--- config.mk ---
export PLATFORM = sky130hd
export DESIGN_NAME = ttt_game_ctrl_flat
export DESIGN_NICKNAME = d
export VERILOG_FILES = /design/src/rtl/ttt_pkg.sv /design/src/rtl/ttt_game_ctrl_if.sv /design/src/rtl/ttt_win_check.sv /design/src/rtl/ttt_game_ctrl.sv /design/src/flat_wrapper.sv
export SDC_FILE = /design/constraint.sdc
export NUM_CORES = 1
export LEC_CHECK = 0
export CAP_MARGIN = 0
export CORE_ASPECT_RATIO = 0.75
export CORE_UTILIZATION = 50
export CTS_CLUSTER_SIZE = 28
export DETAILED_ROUTE_END_ITERATION = 16
export PLACE_DENSITY = 0.85
export SLEW_MARGIN = 20
export SYNTH_ARGS = -nofsm -noshare
export SYNTH_HDL_FRONTEND = slang
export SYNTH_HIERARCHICAL = 1
export SYNTH_SLANG_ARGS = --single-unit
--- constraint.sdc ---
create_clock -name clk -period 3.45 [get_ports clk]
set_input_delay 0.69 -clock clk [delete_from_list [all_inputs] [get_ports clk]]
set_output_delay 0.69 -clock clk [all_outputs]
set_load 0.005 [all_outputs]
--- src/rtl/ttt_pkg.sv ---
// Shared types and constants for the tic-tac-toe game controller: FSM state codes,
// winner codes, the eight winning-line masks and a cell-index decode helper.
package ttt_pkg;

  typedef logic [2:0] state_t;

  localparam state_t ST_IDLE       = 3'd0;
  localparam state_t ST_HUMAN_WAIT = 3'd1;
  localparam state_t ST_AI_WAIT    = 3'd2;
  localparam state_t ST_CHECK      = 3'd3;
  localparam state_t ST_GAME_OVER  = 3'd4;

  typedef enum logic [1:0] {
    WINNER_NONE = 2'b00,
    WINNER_X    = 2'b01,
    WINNER_O    = 2'b10,
    WINNER_DRAW = 2'b11
  } winner_e;

  // Bit i of a board is cell i, row-major; entries follow win_line bit order.
  localparam logic [8:0] LINE_MASK [0:7] = '{
    9'h007, 9'h038, 9'h1c0,
    9'h049, 9'h092, 9'h124,
    9'h111, 9'h054
  };

  localparam logic [3:0] CELL_NONE = 4'd9;

  function automatic logic [8:0] cell_mask(input logic [3:0] idx);
    return (idx <= 4'd8) ? (9'd1 << idx) : 9'd0;
  endfunction

endpackage

--- src/rtl/ttt_game_ctrl_if.sv ---
// Move handshake, AI move and board/result signals of the game controller.
// Score counters exist only when TTT_SCORE_EN is defined.
interface ttt_game_ctrl_if #(
  parameter int SCORE_W = 8
);
  logic       start;
  logic       human_first;
  logic       move_valid;
  logic [3:0] move_idx;
  logic       move_ready;
  logic       move_illegal;
  logic [3:0] ai_move;
  logic [8:0] board_x;
  logic [8:0] board_o;
  logic       ai_turn;
  logic       game_over;
  logic [1:0] winner;
  logic [7:0] win_line;
`ifdef TTT_SCORE_EN
  logic [SCORE_W-1:0] score_x;
  logic [SCORE_W-1:0] score_o;
  logic [SCORE_W-1:0] score_draw;
`else
  localparam int unused_score_w = SCORE_W;
`endif

  modport master (
    output start, human_first, move_valid, move_idx, ai_move,
    input  move_ready, move_illegal, board_x, board_o, ai_turn, game_over,
           winner, win_line
`ifdef TTT_SCORE_EN
           , score_x, score_o, score_draw
`endif
  );

  modport slave (
    input  start, human_first, move_valid, move_idx, ai_move,
    output move_ready, move_illegal, board_x, board_o, ai_turn, game_over,
           winner, win_line
`ifdef TTT_SCORE_EN
           , score_x, score_o, score_draw
`endif
  );

endinterface

--- src/rtl/ttt_win_check.sv ---
// Combinational line detector: flags every winning line fully occupied on one board.
module ttt_win_check
  import ttt_pkg::*;
(
  input  logic [8:0] board,
  output logic [7:0] line_hit,
  output logic       any_hit
);

  // NOTE: combinational blocks assign a default first so no path can infer a latch.
  always_comb begin
    line_hit = '0;
    for (int i = 0; i < 8; i++) begin
      line_hit[i] = ((board & LINE_MASK[i]) == LINE_MASK[i]);
    end
  end

  assign any_hit = |line_hit;

endmodule

--- src/rtl/ttt_game_ctrl.sv ---
// Tic-tac-toe game sequencer: human X vs external AI O, authoritative board, win/draw detection.
// Optional TTT_SCORE_EN adds saturating per-result score counters cleared only by rst_n.
module ttt_game_ctrl
  import ttt_pkg::*;
#(
  parameter int AI_LATENCY = 2,
  parameter int SCORE_W    = 8
) (
  input  logic           clk,
  input  logic           rst_n,
  ttt_game_ctrl_if.slave bus
);

  localparam int WAIT_W = (AI_LATENCY > 1) ? $clog2(AI_LATENCY) : 1;
  localparam logic [WAIT_W-1:0] WAIT_LOAD = WAIT_W'(AI_LATENCY - 1);

  state_t            state;
  logic [8:0]        board_x;
  logic [8:0]        board_o;
  winner_e           winner;
  logic [7:0]        win_line;
  logic              last_ai;
  logic              move_illegal;
  logic [WAIT_W-1:0] wait_cnt;

  logic [8:0] occupied;
  logic       board_full;
  logic       human_legal;
  logic       ai_legal;
  logic [3:0] lowest_empty;
  logic [3:0] ai_cell;
  logic [7:0] x_lines;
  logic [7:0] o_lines;
  logic       x_win;
  logic       o_win;
  logic       game_ends;

  ttt_win_check u_check_x (.board(board_x), .line_hit(x_lines), .any_hit(x_win));
  ttt_win_check u_check_o (.board(board_o), .line_hit(o_lines), .any_hit(o_win));

  assign occupied    = board_x | board_o;
  assign board_full  = &occupied;
  assign human_legal = (bus.move_idx <= 4'd8) && ((cell_mask(bus.move_idx) & occupied) == 9'd0);
  assign ai_legal    = (bus.ai_move <= 4'd8) && ((cell_mask(bus.ai_move) & occupied) == 9'd0);
  assign ai_cell     = ai_legal ? bus.ai_move : lowest_empty;
  assign game_ends   = (state == ST_CHECK) && !bus.start && (x_win || o_win || board_full);

  // Descending scan so the lowest-index empty cell is the last (winning) assignment.
  always_comb begin
    lowest_empty = CELL_NONE;
    for (int i = 8; i >= 0; i--) begin
      if (!occupied[i]) lowest_empty = 4'(i);
    end
  end

  // NOTE: sequential state uses non-blocking assignments; reset is sampled on the clock edge.
  always_ff @(posedge clk) begin
    if (!rst_n) begin
      state        <= ST_IDLE;
      board_x      <= '0;
      board_o      <= '0;
      winner       <= WINNER_NONE;
      win_line     <= '0;
      last_ai      <= 1'b0;
      move_illegal <= 1'b0;
      wait_cnt     <= '0;
    end else begin
      move_illegal <= 1'b0;
      if (bus.start) begin
        board_x  <= '0;
        board_o  <= '0;
        winner   <= WINNER_NONE;
        win_line <= '0;
        last_ai  <= 1'b0;
        if (bus.human_first) begin
          state <= ST_HUMAN_WAIT;
        end else begin
          state    <= ST_AI_WAIT;
          wait_cnt <= WAIT_LOAD;
        end
      end else begin
        case (state)
          ST_HUMAN_WAIT: begin
            if (bus.move_valid) begin
              if (human_legal) begin
                board_x <= board_x | cell_mask(bus.move_idx);
                last_ai <= 1'b0;
                state   <= ST_CHECK;
              end else begin
                move_illegal <= 1'b1;
              end
            end
          end
          ST_AI_WAIT: begin
            if (wait_cnt == '0) begin
              board_o <= board_o | cell_mask(ai_cell);
              last_ai <= 1'b1;
              state   <= ST_CHECK;
            end else begin
              wait_cnt <= wait_cnt - WAIT_W'(1);
            end
          end
          ST_CHECK: begin
            if (x_win) begin
              winner   <= WINNER_X;
              win_line <= x_lines;
              state    <= ST_GAME_OVER;
            end else if (o_win) begin
              winner   <= WINNER_O;
              win_line <= o_lines;
              state    <= ST_GAME_OVER;
            end else if (board_full) begin
              winner   <= WINNER_DRAW;
              win_line <= '0;
              state    <= ST_GAME_OVER;
            end else if (last_ai) begin
              state <= ST_HUMAN_WAIT;
            end else begin
              state    <= ST_AI_WAIT;
              wait_cnt <= WAIT_LOAD;
            end
          end
          default: state <= state;
        endcase
      end
    end
  end

`ifdef TTT_SCORE_EN
  logic [SCORE_W-1:0] score_x;
  logic [SCORE_W-1:0] score_o;
  logic [SCORE_W-1:0] score_draw;

  always_ff @(posedge clk) begin
    if (!rst_n) begin
      score_x    <= '0;
      score_o    <= '0;
      score_draw <= '0;
    end else if (game_ends) begin
      if (x_win) begin
        if (score_x != '1) score_x <= score_x + SCORE_W'(1);
      end else if (o_win) begin
        if (score_o != '1) score_o <= score_o + SCORE_W'(1);
      end else begin
        if (score_draw != '1) score_draw <= score_draw + SCORE_W'(1);
      end
    end
  end

  assign bus.score_x    = score_x;
  assign bus.score_o    = score_o;
  assign bus.score_draw = score_draw;
`else
  localparam int unused_score_w = SCORE_W;
  logic unused_game_ends;
  assign unused_game_ends = game_ends;
`endif

  assign bus.move_ready   = (state == ST_HUMAN_WAIT);
  assign bus.ai_turn      = (state == ST_AI_WAIT);
  assign bus.game_over    = (state == ST_GAME_OVER);
  assign bus.move_illegal = move_illegal;
  assign bus.board_x      = board_x;
  assign bus.board_o      = board_o;
  assign bus.winner       = winner;
  assign bus.win_line     = win_line;

endmodule

--- src/flat_wrapper.sv ---
// flat-port wrapper written by rule: the top's interface ports become plain ports
module ttt_game_ctrl_flat import ttt_pkg::*;
#(
  parameter int AI_LATENCY = 2,
  parameter int SCORE_W    = 8
)
  (clk, rst_n, bus_start, bus_human_first, bus_move_valid, bus_move_idx, bus_ai_move, bus_move_ready, bus_move_illegal, bus_board_x, bus_board_o, bus_ai_turn, bus_game_over, bus_winner, bus_win_line);
  ttt_game_ctrl_if #(.SCORE_W(SCORE_W)) bus_i ();
  input  logic clk;
  input  logic rst_n;
  input wire logic [$bits(bus_i.start)-1:0] bus_start;
  input wire logic [$bits(bus_i.human_first)-1:0] bus_human_first;
  input wire logic [$bits(bus_i.move_valid)-1:0] bus_move_valid;
  input wire logic [$bits(bus_i.move_idx)-1:0] bus_move_idx;
  input wire logic [$bits(bus_i.ai_move)-1:0] bus_ai_move;
  output wire logic [$bits(bus_i.move_ready)-1:0] bus_move_ready;
  output wire logic [$bits(bus_i.move_illegal)-1:0] bus_move_illegal;
  output wire logic [$bits(bus_i.board_x)-1:0] bus_board_x;
  output wire logic [$bits(bus_i.board_o)-1:0] bus_board_o;
  output wire logic [$bits(bus_i.ai_turn)-1:0] bus_ai_turn;
  output wire logic [$bits(bus_i.game_over)-1:0] bus_game_over;
  output wire logic [$bits(bus_i.winner)-1:0] bus_winner;
  output wire logic [$bits(bus_i.win_line)-1:0] bus_win_line;
  assign bus_i.start = bus_start;
  assign bus_i.human_first = bus_human_first;
  assign bus_i.move_valid = bus_move_valid;
  assign bus_i.move_idx = bus_move_idx;
  assign bus_i.ai_move = bus_ai_move;
  assign bus_move_ready = bus_i.move_ready;
  assign bus_move_illegal = bus_i.move_illegal;
  assign bus_board_x = bus_i.board_x;
  assign bus_board_o = bus_i.board_o;
  assign bus_ai_turn = bus_i.ai_turn;
  assign bus_game_over = bus_i.game_over;
  assign bus_winner = bus_i.winner;
  assign bus_win_line = bus_i.win_line;
  ttt_game_ctrl #(.AI_LATENCY(AI_LATENCY), .SCORE_W(SCORE_W)) u_core (.clk(clk), .rst_n(rst_n), .bus(bus_i));
endmodule
Word-level counts from Yosys, hierarchy flattened
Index checks and enable logic that the tools add are counted.
Storage, ports and cells
  logic and storage cells: 116
  output and inout port bits: 32
  register bits: 34
  input port bits: 13
Operators by class
  bitwise operators: 9
  mux-type cells: 42
  magnitude comparators: 3
  reductions and logical operators: 19
  $add $sub $neg: 1
  shift operators: 3
  equal/unequal tests: 31
Operators by type and width (number)
  == test 3 bit, second input constant: 17
  2-to-1 mux 4 bit: 9
  2-to-1 mux 9 bit: 3
  OR 9 bit: 3
  << shifter 1 x 4 -> 9 bit, first input constant: 3
  2-to-1 mux 8 bit: 3
  2-to-1 mux 3 bit: 7
  bitwise AND 9 bit: 2
  zero test 9 bit: 2
  != test 3 bit, second input constant: 6
  OR reduction 8 bit: 2
  <= comparator 4 bit, second input constant: 3
  2-to-1 mux 1 bit: 12
  2-to-1 mux 2 bit: 5
  case mux 3 bit (3 select lines): 1
  AND reduction 9 bit: 1
  AND reduction 4 bit: 2
  == test 3 x 2 -> 1 bit, second input constant: 2
  != test 2 bit, second input constant: 3
  AND reduction 6 bit: 1
  nonzero test 3 bit: 2
  NOT 1 bit: 4
  case mux 1 bit (2 select lines): 2
  AND reduction 2 bit: 2
  other kinds (10): 11

Longest topological paths before layout
Gate-level depths: netlist of the first run.
  depth after elaboration: 14
  depth in mapped cells: 8
  mapped depth without buffers: 8

Hierarchy
The synthesis of the first run kept the hierarchy.
Modules (own cells, without submodules)
  ttt_game_ctrl: times used 1, sequential area each 680.7 µm², cells each 222, area an instance 1893.1 µm²
  ttt_win_check: times used 2, sequential area each 0.0 µm², cells each 13, area an instance 107.6 µm²

Worst setup path before layout of the first run
OpenSTA, ideal clock, no wires.
  path type: input port to flip-flop
  from: input bus_ai_move[0]
  to: register u_core.board_o[6] (netlist: u_core/bus.board_o[6])
  data required time: 3.333 ns
  setup slack: 1.226 ns
  stages on the path: 7
  setup time: 0.117 ns
  data arrival time: 2.107 ns
  path buffers: 1
  path through: buf_4 > nand2_1 > o21ai_0 > o32ai_4 > mux2i_2 > nor2b_1 > a22o_1
Between the ends
  longest elaborated chain between the ends: 9
  elaborated cells on any way between the ends: 11
  those cells by class: 2 x order compare; 2 x shift; 3 x mux; 2 x bitwise; 2 x reduce/logical
RTL lines
  start: declaration: line flat_wrapper.sv:15  | input wire logic [$bits(bus_i.ai_move)-1:0] bus_ai_move;
  <= comparator 4 bit or << shifter 1 x 4 -> 9 bit (tied branches): line ttt_pkg.sv:30, ttt_game_ctrl.sv:44
  2-to-1 mux 9 bit: line ttt_pkg.sv:30  | return (idx <= 4'd8) ? (9'd1 << idx) : 9'd0;
  bitwise AND 9 bit: line ttt_game_ctrl.sv:44  | assign ai_legal = (bus.ai_move <= 4'd8) && ((cell_mask(bus.ai_move) & occupied) == 9'd0);
  zero test 9 bit: line ttt_game_ctrl.sv:44
  logical AND 1 bit: line ttt_game_ctrl.sv:44
  2-to-1 mux 4 bit (*): line ttt_game_ctrl.sv:45  | assign ai_cell = ai_legal ? bus.ai_move : lowest_empty;
  <= comparator 4 bit or << shifter 1 x 4 -> 9 bit (tied branches): line ttt_pkg.sv:30
  2-to-1 mux 9 bit (*): line ttt_pkg.sv:30
  OR 9 bit (*): line ttt_game_ctrl.sv:96  | board_o <= board_o | cell_mask(ai_cell);
  end signal: assignment: line ttt_game_ctrl.sv:96
  end: declaration: line ttt_game_ctrl.sv:19  | logic [8:0] board_o;
Mark *: on every way between the ends. The rest lies on a longest branch, timed or not.
A chain may end at the register's enable or synchronous reset.

==> results.ini, run 1 <==
[floorplanning]
core-area_um2=4050
initial_core_util_pct=52.0
io_pins=45
die_x_um=77.0
die_h_um=58.2
rows=20
dieArea_um2=4480

[power_and_ir_drop]
leakagePower_uw=0.000951
p_sw_uw=202
p_per_area_nw_per_um2=302
p_sw_share_pct=25.3
vdd_drop_max_v=0.000206
p_seq_share_pct=50.4
p_int_uw=598
power_frac_clock_pct=38.3
combPwrFrac_pct=11.3

[placed_design]
place_hpwl_mm=4.01
io_buffers=44
dp_slack_ps=416
globalplace.congestion=0.959
place_area_um2=2560

[critical_path]
crit_path_cell_trace=clkdlybuf4s50_1 -> nor3_1 -> a211oi_1 -> o32ai_4 -> nor2_1 -> a31o_1 -> mux2i_1
r2r_slack_ps=950
reg2reg_to=u_core/bus.win_line[0]$_SDFFE_PP0P_
cp.required_ps=3660
crit_cells=7
critical-path-top-delay-family=compound AO/OA/AOI/OAI gates
critical_path_class=in2reg
end_kind=flip-flop
crit_slowest_cell=clkdlybuf4s50_1
worst-r2r-cell-count=7
worstSetupEndpoint=u_core/bus.win_line[0]$_SDFFE_PP0P_
crit_path_start=bus_ai_move[0]
worstPathMaxFanout=10
worstPathArrival_ps=2960
reg2reg_from=u_core/bus.board_x[4]$_SDFFE_PP0P_
crit_path_start_kind=primary input
cp_num_buf_inv=1
slowest_delay_ps=640

[sta]
hold_ws_ps=457
finClkSkew_ps=4.90
slew_violations=0
timing_hold_violations_final=0
tns_ps=0
layout_min_cycle_time_ps=2750
period_share_pct=79.6
rsz0062_at_grt=false
setup_slack_ps=702
finalSetupViolations=0
slew_headroom_pct=64.6
fmax_ghz=0.364
tightest_slew_ps=525

[global_routing]
grt_pass1_vias=1818
antenna_found_initial=0
grtUsageTotal_pct=26.2
grt_max_degree=30
overflow=0
grt_first_pass_wirelength_mm=8.97

[routing]
first_pass_iters=5
wl_per_cell_um=16.2
route.detailed.drc=0
ant_nets=0
via_per_inst=6.10
wl_mm=5.60
num_vias=2109
dr.first_iter.drc_count=185

[synthesis]
netlist_area_um2=2110
synth-edff-count=0
async_flop_share_pct=0
syn_nets=261
synth_warnings=6
postSynthAreaPerCell_um2=8.50
ys_ff_latch=34
synthTopCellsByArea=dfxtp_1 (32%), nand2_1 (5.7%), nor2_1 (5.0%)
ys_seq_area_share_pct=32.3
synth_largest_area_cell=dfxtp_1
synthTopCellsByCount=dfxtp_1 (34), nand2_1 (32), nor2_1 (28), a22o_1 (12), nor3_1 (12)
synth_top_area_share_pct=32.3
synth_cell_type_count=56
syn-instance-count=248
synth_most_common_cell=dfxtp_1
synthFlopType=dfxtp_1

[finish]
fillers=360
area_growth_pct=25.8
postLayoutCellArea_um2=2650
nets=303
num_antenna_cells=0
drive_above_1_share_pct=10.7

[clocking]
clock_latency_ps=280
h-tree-depth=2
ctsHoldBuffers=0
post_cts_buffers=0
clock-sinks=34
cts_max_path_buffers=2
cts-resized-gates=0
clock-root-buffer=clkbuf_8
clkTransAtPathRegs_ps=70
cts_tree=yes
cts_buffers=5

[run_status]
outcome=completed

[hold_path]
hold_path.class=reg2reg

[flow_run]
cap_viol_max_count=0

==> through the flow <==
step                      total power, uW  util [%]  instances
after floorplan                       467         -        248
after global placement                499      63.1        338
after detailed placement              500      63.1        338
after CTS                             802      65.4        346
after global routing                  836      65.4        346
final                                 800      65.4        346
==> power groups by stage <==
stage | clock network, uW | registers [uW] | logic [uW]
3_3_place_gp | 0 | 412 | 86.9
2_1_floorplan | 0 | 410 | 56.7
4_1_cts | 310 | 403 | 88.7
3_5_place_dp | 0 | 412 | 88.4
5_1_grt | 335 | 403 | 98.2
6_report | 306 | 403 | 90.4
==> worst min path at each step <==
| stage | slack (ps) | depth (start not counted) | start | endpoint |
|---|---|---|---|---|
| after floorplan | 450 | 2 | u_core/wait_cnt$_SDFFE_PN0P_ | u_core/wait_cnt$_SDFFE_PN0P_ |
| after global placement | 440 | 2 | u_core/bus.win_line[4]$_SDFFE_PP0P_ | u_core/bus.win_line[4]$_SDFFE_PP0P_ |
| after detailed placement | 450 | 2 | u_core/bus.win_line[4]$_SDFFE_PP0P_ | u_core/bus.win_line[4]$_SDFFE_PP0P_ |
| after CTS | 460 | 2 | u_core/bus.win_line[4]$_SDFFE_PP0P_ | u_core/bus.win_line[4]$_SDFFE_PP0P_ |
| after global routing | 500 | 2 | u_core/bus.win_line[2]$_SDFFE_PP0P_ | u_core/bus.win_line[2]$_SDFFE_PP0P_ |
| final | 460 | 2 | u_core/bus.win_line[4]$_SDFFE_PP0P_ | u_core/bus.win_line[4]$_SDFFE_PP0P_ |
==> sequential cells by signal (all words and copies together) (netlist names) <==
name and flops:
u_core/last_ai 1, u_core/bus.winner 2, u_core/bus.win_line 8, u_core/bus.move_illegal 1
u_core/bus.board_x 9, u_core/bus.board_o 9, u_core/state 3, u_core/wait_cnt 1
==> logic make-up after synthesis <==
family                 count (synthesis)  share of synthesized area [%]
AOI/OAI and AO/OA                     71                           27.8
buffers and inverters                 18                           4.81
DFF                                   34                           32.3
muxes                                 10                           5.52
and+or+nand+nor                      115                           29.6
==> per-layer routing <==
layer / wire length (um) / vias to the layer above / global-route usage [%]
li1: - / 1022 / -
met1: 2630 / 989 / 37.7
met2: 2380 / 92 / 38.4
met3: 537 / 6 / 6.77
met4: 50 / 0 / 8.09
met5: 0 / - / 0
==> layout make-up <==
| type | count | area (um2) | area share [%] |
|---|---|---|---|
| Tap cell | 55 | 68.8 | 2.60 |
| Timing Repair Buffer | 46 | 455 | 17.2 |
| Sequential cell | 34 | 681 | 25.7 |
| Clock buffer | 7 | 86.3 | 3.26 |
| Multi-Input combinational cell | 196 | 1330 | 50.1 |
| Clock inverter | 1 | 5.00 | 0.189 |
| Inverter | 7 | 26.3 | 0.991 |
==> placed cells by master, fill, tap and decap left out, types with 5 or more instances in the layout <==
cell	netlist	layout
a21oi_1	7	7
a22o_1	12	12
a32o_1	5	5
and3_1	8	8
and3_4	7	7
clkbuf_8	0	6
clkdlybuf4s50_1	0	44
dfxtp_1	34	34
inv_1	7	7
mux2i_1	8	8
nand2_1	32	32
nand2b_1	6	6
nor2_1	28	28
nor3_1	12	12
o21ai_0	7	7
o22ai_1	5	5
==> worst register-to-register path: stages (launching register included) <==
cell and delay (ps):
dfxtp_1 440, and3_4 250, nor4_2 260, nand2_1 330, nor2_1 290, a21o_1 160
a31o_1 440, mux2i_1 260
(Power assumes the default switching activity.)
==> run 2: changes to the inputs <==
==> constraint.sdc (replaced) <==
create_clock -name clk -period 2.8 [get_ports clk]
set_input_delay 0.56 -clock clk [delete_from_list [all_inputs] [get_ports clk]]
set_output_delay 0.56 -clock clk [all_outputs]
set_load 0.005 [all_outputs]
==> results.ini, run 2 (same netlist as run 1, synthesis figures left out) <==
[critical_path]
reg2reg_to=u_core/bus.win_line[7]$_SDFFE_PP0P_
worst-r2r-cell-count=6  ; -1
slowest_delay_ps=620  ; -20 ps
crit_path_start=bus_ai_move[1]
worstPathMaxFanout=10  ; unchanged
critical_path_class=in2reg
worstSetupEndpoint=u_core/bus.win_line[0]$_SDFFE_PP0P_
cp.required_ps=3010  ; -650 ps
end_kind=flip-flop
crit_path_start_kind=primary input
cp_num_buf_inv=1  ; unchanged
crit_cells=7  ; unchanged
crit_path_cell_trace=clkdlybuf4s50_1 -> nand2_1 -> o21ai_0 -> o32ai_4 -> nor2_1 -> a31o_1 -> mux2i_1
reg2reg_from=u_core/bus.board_x[0]$_SDFFE_PP0P_
critical-path-top-delay-family=compound AO/OA/AOI/OAI gates
crit_slowest_cell=clkdlybuf4s50_1
r2r_slack_ps=480  ; -470 ps
worstPathArrival_ps=2790  ; -170 ps

[floorplanning]
dieArea_um2=4480  ; unchanged
rows=20  ; unchanged
die_h_um=58.2  ; unchanged
io_pins=45  ; unchanged
core-area_um2=4050  ; unchanged
initial_core_util_pct=52.0  ; unchanged
die_x_um=77.0  ; unchanged

[clocking]
clock-root-buffer=clkbuf_8
cts_tree=yes
h-tree-depth=2  ; unchanged
ctsHoldBuffers=0  ; unchanged
clock_latency_ps=290  ; about the same
cts-resized-gates=0  ; unchanged
clock-sinks=34  ; unchanged
post_cts_buffers=0  ; unchanged
cts_max_path_buffers=2  ; unchanged
cts_buffers=5  ; unchanged
clkTransAtPathRegs_ps=70  ; about the same

[routing]
dr.first_iter.drc_count=257  ; +39%
ant_nets=0  ; unchanged
wl_mm=6.23  ; +11%
num_vias=2233  ; +5.9%
wl_per_cell_um=17.3  ; +6.9%
route.detailed.drc=0  ; unchanged
first_pass_iters=5  ; unchanged
via_per_inst=6.20  ; +1.8%

[power_and_ir_drop]
leakagePower_uw=0.00102  ; +7.7%
p_sw_share_pct=24.2  ; -1.1 points
finalPower_uw=1080  ; +34%
p_int_uw=815  ; +36%
vdd_drop_max_v=0.000317  ; +54%
p_seq_share_pct=46.2  ; -4.2 points
combPwrFrac_pct=12.1  ; +0.8 points
p_per_area_nw_per_um2=388  ; +29%
p_sw_uw=260  ; +29%
power_frac_clock_pct=41.7  ; +3.4 points

[finish]
layout_commonest_cell=clkdlybuf4s50_1
drive_above_1_share_pct=14.4  ; +3.8 points
reg_top3=u_core/bus.board_o x9, u_core/bus.board_x x9, u_core/bus.win_line x8
num_antenna_cells=0  ; unchanged
final_cell_mix=clkdlybuf4s50_1 (44), dfxtp_1 (34), nand2_1 (32)
area_growth_pct=31.5
fin_util_pct=68.4  ; +3.0 points
nets=317  ; +4.6%

[global_routing]
grtUsageTotal_pct=28.9  ; +2.7 points
grt_pass1_vias=2001  ; +10%
grt_first_pass_wirelength_mm=9.87  ; +10%
grt_max_degree=30  ; unchanged
antenna_found_initial=0  ; unchanged
overflow=0  ; unchanged

[placed_design]
place_hpwl_mm=4.30  ; +7.2%
globalplace.congestion=0.917  ; -4.3%
io_buffers=44  ; unchanged

[sta]
timing_hold_violations_final=0  ; unchanged
rsz0062_at_grt=false
tns_ps=0  ; unchanged
period_share_pct=92.1
hold_ws_ps=460  ; +2.37 ps
finClkSkew_ps=5.78  ; +0.880 ps
slew_violations=0  ; unchanged
finalSetupViolations=0  ; unchanged
layout_min_cycle_time_ps=2580
fmax_ghz=0.388
slew_headroom_pct=61.7  ; -2.9 points
tightest_slew_ps=575  ; +49.8 ps

[run_status]
outcome=completed

[hold_path]
hold_path.class=reg2reg

[flow_run]
cap_viol_max_count=0  ; unchanged

run 2: cell types whose count changed in the layout (fill, tap and decap cells not counted), sizes merged:
cell | previous run | this run
buf | 2 | 16
bufinv | 0 | 1
clkinv | 1 | 0
run 2: layout make-up:
cell class	instances	area, um2
multi-input combinational	196	1330
tap	55	68.8
clock inverter	1	30.0
sequential	34	681
inverter	7	26.3
clock buffer	7	76.3
fill	367	1280
timing repair buffer	60	561
run 2: how the worst min path moves through the flow:
| stage | start | end | slack [ps] | cells past startpoint |
|---|---|---|---|---|
| 2_1_floorplan | u_core/wait_cnt$_SDFFE_PN0P_ | u_core/wait_cnt$_SDFFE_PN0P_ | 450 | 2 |
| 3_3_place_gp | u_core/bus.win_line[2]$_SDFFE_PP0P_ | u_core/bus.win_line[2]$_SDFFE_PP0P_ | 440 | 2 |
| 3_5_place_dp | u_core/bus.win_line[3]$_SDFFE_PP0P_ | u_core/bus.win_line[3]$_SDFFE_PP0P_ | 450 | 2 |
| 4_1_cts | u_core/bus.win_line[3]$_SDFFE_PP0P_ | u_core/bus.win_line[3]$_SDFFE_PP0P_ | 460 | 2 |
| 5_1_grt | u_core/bus.winner[1]$_SDFFE_PP0P_ | u_core/bus.winner[1]$_SDFFE_PP0P_ | 490 | 2 |
| 6_report | u_core/bus.win_line[3]$_SDFFE_PP0P_ | u_core/bus.win_line[3]$_SDFFE_PP0P_ | 460 | 2 |
run 2: power by group through the flow:
stage | Clock, uW | Combinational, uW | Sequential (uW)
after floorplan | 0 | 69.9 | 505
after global placement | 0 | 121 | 507
after detailed placement | 0 | 123 | 508
after CTS | 458 | 126 | 496
after global routing | 483 | 140 | 497
final | 448 | 130 | 497
run 2: through the flow:
step | cell area, um2 | std cells | worst slack, ps
floorplan | 2110 | 248 | 706
global placement | 2670 | 352 | 118
detailed placement | 2670 | 352 | 27.9
CTS | 2770 | 360 | 273
global route | 2770 | 360 | 120
finish | 2770 | 360 | 221
run 2: worst register-to-register path: cells and delay by family, from the launching register on:
kind / cells / cell delay, ps
flops: 1 / 520
compound gates: 4 / 1060
simple gates: 2 / 640
run 2: per-layer routing:
layer | GRT usage (%) | routed length (um) | vias to the layer above
met2 | 44.1 | 2730 | 141
li1 | - | - | 1050
met5 | 0 | 0 | -
met4 | 13.5 | 170 | 0
met1 | 39.5 | 2620 | 1023
met3 | 5.98 | 713 | 19
